`src/rtl/line_dir_pkg.sv`:
```
// ============================================================================
// Module  : line_dir_pkg
// Purpose : Shared definitions for the line-follower steering controller.
//           - Drive direction codes {turn[1:0], severity[1:0]}
//           - Steering FSM state type
//           - Counter-width and lead-pair decode helpers
// Ports   : none (package)
// Revision: 1.0 - initial parametrised release
// ============================================================================
`default_nettype none

package line_dir_pkg;

  // Turn field of the direction code
  localparam logic [1:0] TURN_LEFT  = 2'b01;
  localparam logic [1:0] TURN_RIGHT = 2'b10;

  // Direction codes sent to the motor controller
  localparam logic [3:0] DIR_PROCEED      = 4'b0000;
  localparam logic [3:0] DIR_VEER_LEFT    = 4'b0101;
  localparam logic [3:0] DIR_HARD_LEFT    = 4'b0110;
  localparam logic [3:0] DIR_NINETY_LEFT  = 4'b0111;
  localparam logic [3:0] DIR_VEER_RIGHT   = 4'b1001;
  localparam logic [3:0] DIR_HARD_RIGHT   = 4'b1010;
  localparam logic [3:0] DIR_NINETY_RIGHT = 4'b1011;
  localparam logic [3:0] DIR_STOP         = 4'b1111;

  // Steering FSM states. ST_SEARCH is only reachable when the search
  // feature is compiled in.
  typedef enum logic [1:0] {
    ST_TRACK       = 2'd0,
    ST_CORNER_HOLD = 2'd1,
    ST_SEARCH      = 2'd2,
    ST_STOP        = 2'd3
  } state_t;

  // Width of a counter that must be able to hold the value 'cycles'.
  function automatic int cnt_width(input int cycles);
    return (cycles < 1) ? 1 : $clog2(cycles + 1);
  endfunction

  // Code produced whenever the lead pair sees the line ({L,R} != 00).
  // The secondary pair sharpens a one-sided lead into a hard turn when it
  // sees the line on the opposite side (the track is bending across).
  function automatic logic [3:0] lead_code(input logic [1:0] lead,
                                           input logic [1:0] sec);
    logic [3:0] code;
    code = DIR_PROCEED;
    case (lead)
      2'b10:   code = (sec == 2'b01) ? DIR_HARD_LEFT  : DIR_VEER_LEFT;
      2'b01:   code = (sec == 2'b10) ? DIR_HARD_RIGHT : DIR_VEER_RIGHT;
      default: code = DIR_PROCEED;
    endcase
    return code;
  endfunction

endpackage

`default_nettype wire

```
`src/rtl/line_direction_ctrl_debounce.sv`:
```
// ============================================================================
// Module  : sensor_debounce
// Purpose : One reflective-sensor channel: two-flop synchroniser followed by
//           a hold-time debouncer. A new level is accepted only after it has
//           been seen for DEBOUNCE_CYCLES consecutive cycles; any cycle that
//           matches the accepted level restarts the count.
// Ports   : clk     in  system clock
//           rst_n   in  asynchronous active-low reset
//           raw_n   in  raw sensor, active-low (0 = line seen)
//           stable  out debounced level, active-high (1 = line seen)
// Revision: 1.0 - initial parametrised release
// ============================================================================
`default_nettype none

module sensor_debounce
  import line_dir_pkg::*;
#(
  parameter int DEBOUNCE_CYCLES = 12_500_000
) (
  input  logic clk,
  input  logic rst_n,
  input  logic raw_n,
  output logic stable
);

  localparam int             CW       = cnt_width(DEBOUNCE_CYCLES);
  localparam logic [CW-1:0]  CNT_LAST = CW'(DEBOUNCE_CYCLES - 1);

  logic [1:0]    sync_q;
  logic          on;
  logic [CW-1:0] cnt_q;

  // Synchroniser resets to the idle (no line) level so that the first
  // sampled value after reset agrees with stable = 0.
  always_ff @(posedge clk or negedge rst_n) begin
    if (!rst_n) begin
      sync_q <= 2'b11;
    end else begin
      sync_q <= {sync_q[0], raw_n};
    end
  end

  assign on = ~sync_q[1];

  always_ff @(posedge clk or negedge rst_n) begin
    if (!rst_n) begin
      cnt_q  <= '0;
      stable <= 1'b0;
    end else if (on == stable) begin
      cnt_q <= '0;
    end else if (cnt_q == CNT_LAST) begin
      stable <= on;
      cnt_q  <= '0;
    end else begin
      cnt_q <= cnt_q + CW'(1);
    end
  end

endmodule

`default_nettype wire

```
`src/rtl/line_direction_ctrl.sv`:
```
// ============================================================================
// Module  : line_direction_ctrl
// Purpose : Line-follower steering controller. Synchronises and debounces
//           SENSOR_PAIRS left/right reflective sensor pairs, selects the
//           lead and secondary pairs for the current travel direction and
//           runs a TRACK / CORNER_HOLD / STOP steering FSM that produces the
//           4-bit drive direction code.
//           Optional feature macro: LINE_DIR_SEARCH_EN
//             When defined, a corner timeout enters a timed SEARCH state that
//             turns hard toward the last side the robot turned to.
// Ports   : clk        in  system clock
//           rst_n      in  asynchronous active-low reset
//           sens_l_n   in  [SENSOR_PAIRS] raw left sensors, active-low
//           sens_r_n   in  [SENSOR_PAIRS] raw right sensors, active-low
//           direction  in  1 = forward, 0 = reverse
//           dir        out [4] direction code {turn, severity}
//           dir_chg    out one-cycle pulse when dir changes
//           line_lost  out high while no debounced channel sees the line
//           stable_l   out [SENSOR_PAIRS] debounced left, active-high
//           stable_r   out [SENSOR_PAIRS] debounced right, active-high
// Revision: 1.0 - initial parametrised release
// ============================================================================
`default_nettype none

module line_direction_ctrl
  import line_dir_pkg::*;
#(
  parameter int SENSOR_PAIRS    = 3,
  parameter int DEBOUNCE_CYCLES = 12_500_000,
  parameter int CORNER_CYCLES   = 50_000_000,
  parameter int SEARCH_CYCLES   = 25_000_000
) (
  input  logic                    clk,
  input  logic                    rst_n,
  input  logic [SENSOR_PAIRS-1:0] sens_l_n,
  input  logic [SENSOR_PAIRS-1:0] sens_r_n,
  input  logic                    direction,
  output logic [3:0]              dir,
  output logic                    dir_chg,
  output logic                    line_lost,
  output logic [SENSOR_PAIRS-1:0] stable_l,
  output logic [SENSOR_PAIRS-1:0] stable_r
);

  localparam int             CCW         = cnt_width(CORNER_CYCLES);
  localparam logic [CCW-1:0] CORNER_LAST = CCW'(CORNER_CYCLES - 1);

  // --------------------------------------------------------------------------
  // Per-channel synchronise + debounce
  // --------------------------------------------------------------------------
  for (genvar i = 0; i < SENSOR_PAIRS; i++) begin : g_pair
    sensor_debounce #(
      .DEBOUNCE_CYCLES (DEBOUNCE_CYCLES)
    ) u_deb_l (
      .clk    (clk),
      .rst_n  (rst_n),
      .raw_n  (sens_l_n[i]),
      .stable (stable_l[i])
    );

    sensor_debounce #(
      .DEBOUNCE_CYCLES (DEBOUNCE_CYCLES)
    ) u_deb_r (
      .clk    (clk),
      .rst_n  (rst_n),
      .raw_n  (sens_r_n[i]),
      .stable (stable_r[i])
    );
  end

  // --------------------------------------------------------------------------
  // Lead / secondary pair selection, packed as {L,R} in the robot's frame.
  // Travelling in reverse the robot's left is the sensor bar's right, so the
  // channels are swapped as well as the pair order.
  // --------------------------------------------------------------------------
  logic [1:0] lead;
  logic [1:0] sec;

  always_comb begin
    lead = 2'b00;
    sec  = 2'b00;
    if (direction) begin
      lead = {stable_l[SENSOR_PAIRS-1], stable_r[SENSOR_PAIRS-1]};
      sec  = {stable_l[SENSOR_PAIRS-2], stable_r[SENSOR_PAIRS-2]};
    end else begin
      lead = {stable_r[0], stable_l[0]};
      sec  = {stable_r[1], stable_l[1]};
    end
  end

  // A change of travel direction re-seats the FSM in TRACK so the new lead
  // pair is evaluated from scratch.
  logic direction_q;
  logic dir_toggle;

  always_ff @(posedge clk or negedge rst_n) begin
    if (!rst_n) begin
      direction_q <= 1'b1;
    end else begin
      direction_q <= direction;
    end
  end

  assign dir_toggle = (direction != direction_q);

  // --------------------------------------------------------------------------
  // FSM state and corner timer
  // --------------------------------------------------------------------------
  state_t         state;
  state_t         state_next;
  logic [3:0]     dir_next;
  logic [CCW-1:0] corner_cnt;
  logic           corner_done;

  assign corner_done = (corner_cnt == CORNER_LAST);

  always_ff @(posedge clk or negedge rst_n) begin
    if (!rst_n) begin
      state <= ST_STOP;
    end else begin
      state <= state_next;
    end
  end

  // The timer only runs while the FSM stays in CORNER_HOLD, so entering the
  // state (or being pulled out by a direction toggle) always restarts it.
  always_ff @(posedge clk or negedge rst_n) begin
    if (!rst_n) begin
      corner_cnt <= '0;
    end else if ((state == ST_CORNER_HOLD) && (state_next == ST_CORNER_HOLD)) begin
      corner_cnt <= corner_cnt + CCW'(1);
    end else begin
      corner_cnt <= '0;
    end
  end

`ifdef LINE_DIR_SEARCH_EN
  localparam int             SCW         = cnt_width(SEARCH_CYCLES);
  localparam logic [SCW-1:0] SEARCH_LAST = SCW'(SEARCH_CYCLES - 1);

  logic [SCW-1:0] search_cnt;
  logic           search_done;
  logic           side_right;
  logic [3:0]     search_code;

  assign search_done = (search_cnt == SEARCH_LAST);
  assign search_code = side_right ? DIR_HARD_RIGHT : DIR_HARD_LEFT;

  always_ff @(posedge clk or negedge rst_n) begin
    if (!rst_n) begin
      search_cnt <= '0;
    end else if ((state == ST_SEARCH) && (state_next == ST_SEARCH)) begin
      search_cnt <= search_cnt + SCW'(1);
    end else begin
      search_cnt <= '0;
    end
  end

  // Remember the side of the most recent turning code. PROCEED and STOP
  // carry turn fields 00 / 11 and leave the memory untouched.
  always_ff @(posedge clk or negedge rst_n) begin
    if (!rst_n) begin
      side_right <= 1'b0;
    end else if (dir_next[3:2] == TURN_RIGHT) begin
      side_right <= 1'b1;
    end else if (dir_next[3:2] == TURN_LEFT) begin
      side_right <= 1'b0;
    end
  end
`else
  logic unused_search_cfg;
  assign unused_search_cfg = (SEARCH_CYCLES > 0);
`endif

  // --------------------------------------------------------------------------
  // Next-state / next-direction logic
  // --------------------------------------------------------------------------
  always_comb begin
    state_next = state;
    dir_next   = dir;

    if (dir_toggle) begin
      // Hold the current code for one cycle; TRACK re-evaluates next cycle
      // with the newly selected lead pair.
      state_next = ST_TRACK;
    end else if (lead != 2'b00) begin
      // A visible lead pair always wins, whatever the current state.
      state_next = ST_TRACK;
      dir_next   = lead_code(lead, sec);
    end else begin
      case (state)
        ST_TRACK: begin
          if (sec == 2'b10) begin
            dir_next = DIR_NINETY_LEFT;
          end else if (sec == 2'b01) begin
            dir_next = DIR_NINETY_RIGHT;
          end else begin
            state_next = ST_CORNER_HOLD;
            dir_next   = DIR_PROCEED;
          end
        end

        ST_CORNER_HOLD: begin
          dir_next = DIR_PROCEED;
          if (sec == 2'b10) begin
            state_next = ST_TRACK;
            dir_next   = DIR_NINETY_LEFT;
          end else if (sec == 2'b01) begin
            state_next = ST_TRACK;
            dir_next   = DIR_NINETY_RIGHT;
          end else if (corner_done) begin
`ifdef LINE_DIR_SEARCH_EN
            state_next = ST_SEARCH;
            dir_next   = search_code;
`else
            state_next = ST_STOP;
            dir_next   = DIR_STOP;
`endif
          end
        end

`ifdef LINE_DIR_SEARCH_EN
        ST_SEARCH: begin
          dir_next = search_code;
          if (search_done) begin
            state_next = ST_STOP;
            dir_next   = DIR_STOP;
          end
        end
`endif

        ST_STOP: begin
          dir_next = DIR_STOP;
        end

        default: begin
          state_next = ST_STOP;
          dir_next   = DIR_STOP;
        end
      endcase
    end
  end

  // --------------------------------------------------------------------------
  // Registered outputs
  // --------------------------------------------------------------------------
  always_ff @(posedge clk or negedge rst_n) begin
    if (!rst_n) begin
      dir       <= DIR_STOP;
      dir_chg   <= 1'b0;
      line_lost <= 1'b1;
    end else begin
      dir       <= dir_next;
      dir_chg   <= (dir_next != dir);
      line_lost <= ~((|stable_l) | (|stable_r));
    end
  end

endmodule

`default_nettype wire
```
`config.mk`:
```
export PLATFORM = sky130hd
export DESIGN_NAME = line_direction_ctrl
export DESIGN_NICKNAME = d
export VERILOG_FILES = /design/src/rtl/line_dir_pkg.sv /design/src/rtl/line_direction_ctrl_debounce.sv /design/src/rtl/line_direction_ctrl.sv
export SDC_FILE = /design/constraint.sdc
export NUM_CORES = 1
export LEC_CHECK = 0
export ABC_CLOCK_PERIOD_IN_PS = 3800
export BUFFER_PORTS_ARGS = -buffer_cell sky130_fd_sc_hd__clkbuf_2
export CORE_UTILIZATION = 39
export CTS_BUF_LIST = sky130_fd_sc_hd__clkbuf_4 sky130_fd_sc_hd__clkbuf_8
export CTS_CLUSTER_DIAMETER = 200
export CTS_CLUSTER_SIZE = 16
export DETAILED_ROUTE_END_ITERATION = 12
export PLACE_DENSITY = 0.57
export SYNTH_ARGS = -nofsm -noshare
export SYNTH_HDL_FRONTEND = slang
export SYNTH_SLANG_ARGS = --single-unit
```
`constraint.sdc`:
```
create_clock -name clk -period 3.8 [get_ports clk]
set_clock_uncertainty 0.15 [all_clocks]
set_input_delay 0.95 -clock clk [delete_from_list [all_inputs] [get_ports clk]]
set_output_delay 0.95 -clock clk [all_outputs]
set_load 0.005 [all_outputs]
```
# == Yosys cells after proc, flatten, opt, wreduce, memory -nomap -nowiden ==
# Cells that the tools add are included.
# classes
mul,0
n_bitwise,14
n_reduce_logical,11
eq_ne,22
order_cmp,0
div,0
addsub,7
shift,0
muxes,34
# ops
operator,count
$mux W24,12
$add A24 B1 Y24 const B,6
$eq A24 B24 Y1 const B,6
$mux W4,7
$add A26 B1 Y26 const B,1
$eq A26 B26 Y1 const B,1
$mux W26,1
$mux W2,11
$pmux W4 S2,2
$not A1 Y1,13
$reduce_and A2 Y1,6
$eq A2 B1 Y1 const B,4
$eq A1 B1 Y1,6
$eq A2 B2 Y1 const B,3
$pmux W2 S3,1
$reduce_or A3 Y1,2
$ne A4 B4 Y1,1
$logic_not A2 Y1,1
$reduce_bool A2 Y1,1
$logic_and A1 B1 Y1,1
$ne A1 B1 Y1,1
$or A1 B1 Y1,1
# totals
input_bits,9
register_bits,197
ramBits,0
n_memories,0
output_inout_bits,12
romBits,0
wordCells,112
latch_bits,0

# == Longest topological paths before layout ==
# depth
word_depth,10
depth_mapped,12
ltp_nobuf,9

# == Cells and area by module ==
# Synthesis repeated with hierarchy kept, for this count alone.
# hier_totals
hier_cells,1074
hier_area_um2,10736.5
# modules_own_cells
mod,area_each_um2,cells_each,seq_area_each_um2,n_inst
sensor_debounce,1437.6,142,678.2,6
line_direction_ctrl,2110.8,222,885.8,1

# == Worst setup path before layout ==
# Ideal clock, no wire load.
# synth_path
kind,input port to flip-flop
startpoint,input port direction
endpoint,register corner_cnt[10]
slack_ps,820
cell_stages,12
t_arrival_ps,2758
n_path_buf,4
required_ps,3579
setup_time_ps,71
cell_sequence,buf_2 -> nand2_1 -> o21a_1 -> ha_1 -> clkbuf_1 -> nor2b_1 -> nand3_1 -> a21o_1 -> or2_1 -> buf_4 -> buf_6 -> nor2_1
# synth_between
elab_chain_cells,10
elab_cells_between_ends,16
cone_classes,4 x eq/ne; 10 x mux; 2 x reduce/logical
# synth_lines
item,line_no,source
start: declaration,line_direction_ctrl.sv:37,"input logic direction,"
$mux W2,line_direction_ctrl.sv:82,if (direction) begin
$eq A2 B1 Y1,"line_direction_ctrl.sv:195, line_direction_ctrl.sv:208",
"$mux W2, on equally long branches","line_direction_ctrl.sv:208, line_direction_ctrl.sv:195",
"$mux W2, on equally long branches","line_direction_ctrl.sv:205, line_direction_ctrl.sv:193",
$pmux W2 S3,line_direction_ctrl.sv:191,case (state)
$mux W2,line_direction_ctrl.sv:186,end else if (lead != 2'b00) begin
$mux W2 (*),line_direction_ctrl.sv:182,if (dir_toggle) begin
$eq A2 B1 Y1 (*),line_direction_ctrl.sv:130,end else if ((state == ST_CORNER_HOLD) && (state_next == ST_CORNER_HOLD)) begin
$logic_and A1 B1 Y1 (*),line_direction_ctrl.sv:130,
$mux W26 (*),line_direction_ctrl.sv:130,
end signal: assignment,line_direction_ctrl.sv:131,corner_cnt <= corner_cnt + CCW'(1);
end: declaration,line_direction_ctrl.sv:112,logic [CCW-1:0] corner_cnt;
# Mark *: on every way between the ends. The rest lies on a longest branch, timed or not.
# A chain may end at the register's enable or synchronous reset.

# == Worst setup path in the final report ==
# layout_path
startpoint,input port direction
endpoint,register corner_cnt[6]
# Same word-level chain as after synthesis.

==> key figures <==
Status
  • Status: completed

Critical path
  • CP Data Required Time: between 4 and 5 ns
  • Delay-heaviest family, CP: simple AND/OR/NAND/NOR gates
  • CP Launch Point: direction
  • Kind of critical path: in -> reg
  • Worst Path Max Fanout: 26
  • Crit path largest cell delay: ~0.54 ns
  • CP endpoint kind: register
  • Setup crit start kind: input port
  • CP Cell Sequence: clkbuf_2 -> nand2_1 -> o21a_1 -> ha_1 -> nor2b_1 -> nand3_1 -> a21o_1 -> or2_1 -> nor2_1
  • Worst r2r src: g_pair[0].u_deb_r.stable
  • CP arrival: roughly 3.1 ns
  • Buf/Inv on CP: 1
  • Slowest stage cell on the critical path: or2_1

Placement
  • Post-place instance area: slightly above 0.01 mm2
  • Pre-CTS setup slack: about 0.43 ns
  • Port buffer count: 20
  • DP Wirelength: 12.13 mm
  • Routability Congestion: a little under 0.8

Clock network
  • Post-CTS Repair Setup Buffers: 0
  • # hold bufs at CTS: 0
  • Cts repair resizes: 0
  • H-tree levels: 4
  • Worst skew pair latency: about 0.46 ns
  • Clk buf depth: 2
  • Clk sinks: around 200
  • CTS tree: done
  • CTS root buf: clkbuf_8
  • Clk slew on worst S/H paths: ~0.090 ns
  • CTS buffer count: 17

Routing
  • Pre-Repair DR Iteration Count: 5
  • WL/cell: roughly 13 um
  • First DRT Iteration DRCs: ~310
  • Vias per inst: 4.964
  • Post-detailed-route count of antenna-violating nets: 0
  • Total Wirelength: between 15 and 20 mm
  • Post-route DRC violation count: 0
  • Via Count: 6805

Logic synthesis
  • Asr flop ratio synth: 100.0%
  • Cell taking the most area after synthesis: dfrtp_1
  • Mapped Avg Cell Area: between 9 and 10 um2
  • Post-synth EDFFs: 0
  • Syn Std Cell Area: 0.009783 mm2
  • Register area share after synthesis: 50.65%
  • Primary FF master, synth: dfrtp_1
  • Syn Inst Count: just over 1000
  • Post-synth top cells: 209 x nor2_1, 177 x dfrtp_1, 90 x xnor2_1, 78 x nand2_1, 71 x xor2_1
  • Share of the synthesized area in the top cell type: between 40% and 50%
  • Top-count cell post-synth: nor2_1
  • Syn. warnings: 0
  • Mapped Nets: between 1000 and 1500
  • Post-synth cell types: 52
  • Synth Register Bits: 197
  • Synth top area cells: dfrtp_1 45%, xnor2_1 8.1%, nor2_1 8.0%

GRT
  • Total GRT Usage: 15.05%
  • Largest net degree at the start of global routing: between 70 and 80
  • Total global routing overflow: 0
  • Vias in the first global route: ~6600
  • Initial antenna violation count: 0
  • First-pass GRT wire length: between 30 and 40 mm

Power and ir drop
  • Seq pwr share: between 50% and 60%
  • Pwr Total: 3.783 mW
  • P_int: roughly 2.9 mW
  • Peak VDD IR: 0.1584 mV
  • Comb power frac: under 10%
  • Pleak: around 4.3 nW
  • PwrDens: around 360 mW/mm2
  • Switching Share: about 23%
  • Clock network fraction of total power: between 30 and 40%
  • P_sw: about 0.88 mW

Die
  • Die height: around 160 um
  • Die ar.: ~0.026 mm2
  • Initial Util: about two fifths
  • Row Count: 57
  • Core area: 0.02446 mm2
  • Die X-Extent: between 150 and 200 um
  • I/O pin count: 21

Timing
  • Max Fclk: 349.2 MHz
  • RSZ-0062 raised after global routing: false
  • Hold Fails Final Rpt: 0
  • Sum Neg Setup Slack: 0 ns
  • Min Hold Slack: approximately 0.21 ns
  • Period Utilization, post-route: roughly three quarters
  • Final setup margin: ~0.94 ns
  • Max-slew violations: 0
  • Worst-Margin Slew: about 1 ns
  • Final setup vio count: 0
  • Slew HR: 33.90%
  • Min Tclk post-route: about 2.9 ns

Finish
  • Layout cells sized above 1: under 10%
  • Final nets: about 1100
  • Final Cell Area: ~0.011 mm2
  • Layout fillers: ~2400
  • Area delta synth->final: 8.454%
  • ANT cells: 0

Min path
  • Hold_sp: g_pair[1].u_deb_l.sync_q[0]
  • Worst Hold Class: reg -> reg

Flow run
  • Max_cap viols: 0
==> sequential cells by signal, summed over array words and instances (netlist names) <==
name                   flops
g_pair.u_deb_r.stable      3
state                      2
g_pair.u_deb_l.sync_q      6
direction_q                1
corner_cnt                26
g_pair.u_deb_r.cnt_q      72
line_lost                  1
g_pair.u_deb_r.sync_q      6
g_pair.u_deb_l.cnt_q      72
dir                        4
dir_chg                    1
g_pair.u_deb_l.stable      3
==> layout make-up <==
type / count / area (um2) / area share, %
Clock buffer: 22 / 290.3 / 2.736
Clock inverter: 10 / 143.9 / 1.356
Inverter: 37 / 138.9 / 1.309
Multi-Input combinational cell: 755 / 4511 / 42.51
Sequential cell: 197 / 4955 / 46.70
Tap cell: 324 / 405.4 / 3.821
Timing Repair Buffer: 26 / 166.4 / 1.568
==> power groups by stage <==
stage | logic [mW] | clock network (mW) | registers [mW]
after floorplan | 0.0951 | 0 | 2.20
after global placement | 0.169 | 0 | 2.21
after detailed placement | 0.168 | 0 | 2.21
after CTS | 0.169 | 1.51 | 2.17
after global routing | 0.189 | 1.59 | 2.17
final | 0.161 | 1.46 | 2.17
==> metrics by stage <==
step / std cells / util [%]
floorplan: 1020 / -
global placement: 1339 / 41.60
detailed placement: 1339 / 41.60
CTS: 1371 / 43.37
global route: 1371 / 43.37
finish: 1371 / 43.37
==> cell usage in the layout (no fill, tap or decap), types with 28 or more instances in the layout <==
| cell | instances |
|---|---|
| nor2_1 | 209 |
| dfrtp_1 | 177 |
| xnor2_1 | 90 |
| nand2_1 | 78 |
| xor2_1 | 71 |
| nand3_1 | 62 |
| nand4_1 | 44 |
| nor3_1 | 38 |
| inv_1 | 37 |
| nor4_1 | 28 |
==> cells by family (layout without fill, tap and decap cells) <==
logic type      after synthesis  after routing  share of synthesized area [%]
simple gates                536            536                          26.67
flops                       197            197                          50.65
xor+xnor                    161            161                          14.41
buf+inv                      68             95                          3.248
compound gates               38             38                          2.622
fa+ha+maj                    14             14                          1.791
mux                           6              6                         0.6139
==> final timing paths <==
| kind | endpoint | slack, ns | depth (start not counted) |
|---|---|---|---|
| min | g_pair[1].u_deb_l.sync_q[1] | 0.21 | 0 |
| max in group asynchronous | line_lost | 2.29 | 2 |
| min reg2reg | g_pair[1].u_deb_l.sync_q[1] | 0.21 | 0 |
| min in group asynchronous | g_pair[1].u_deb_r.cnt_q[23] | 0.35 | 1 |
| max | corner_cnt[6] | 0.94 | 9 |
| max reg2reg | corner_cnt[6] | 1.07 | 8 |
==> metal layers <==
layer	wire (um)	global-route usage, %	vias to the layer above
met5	0	0	-
met3	505	3.048	12
met1	9085	20.71	3274
met4	165	4.242	0
met2	8305	24.01	54
li1	-	-	3465
Power figures use the tool's default switching activity.
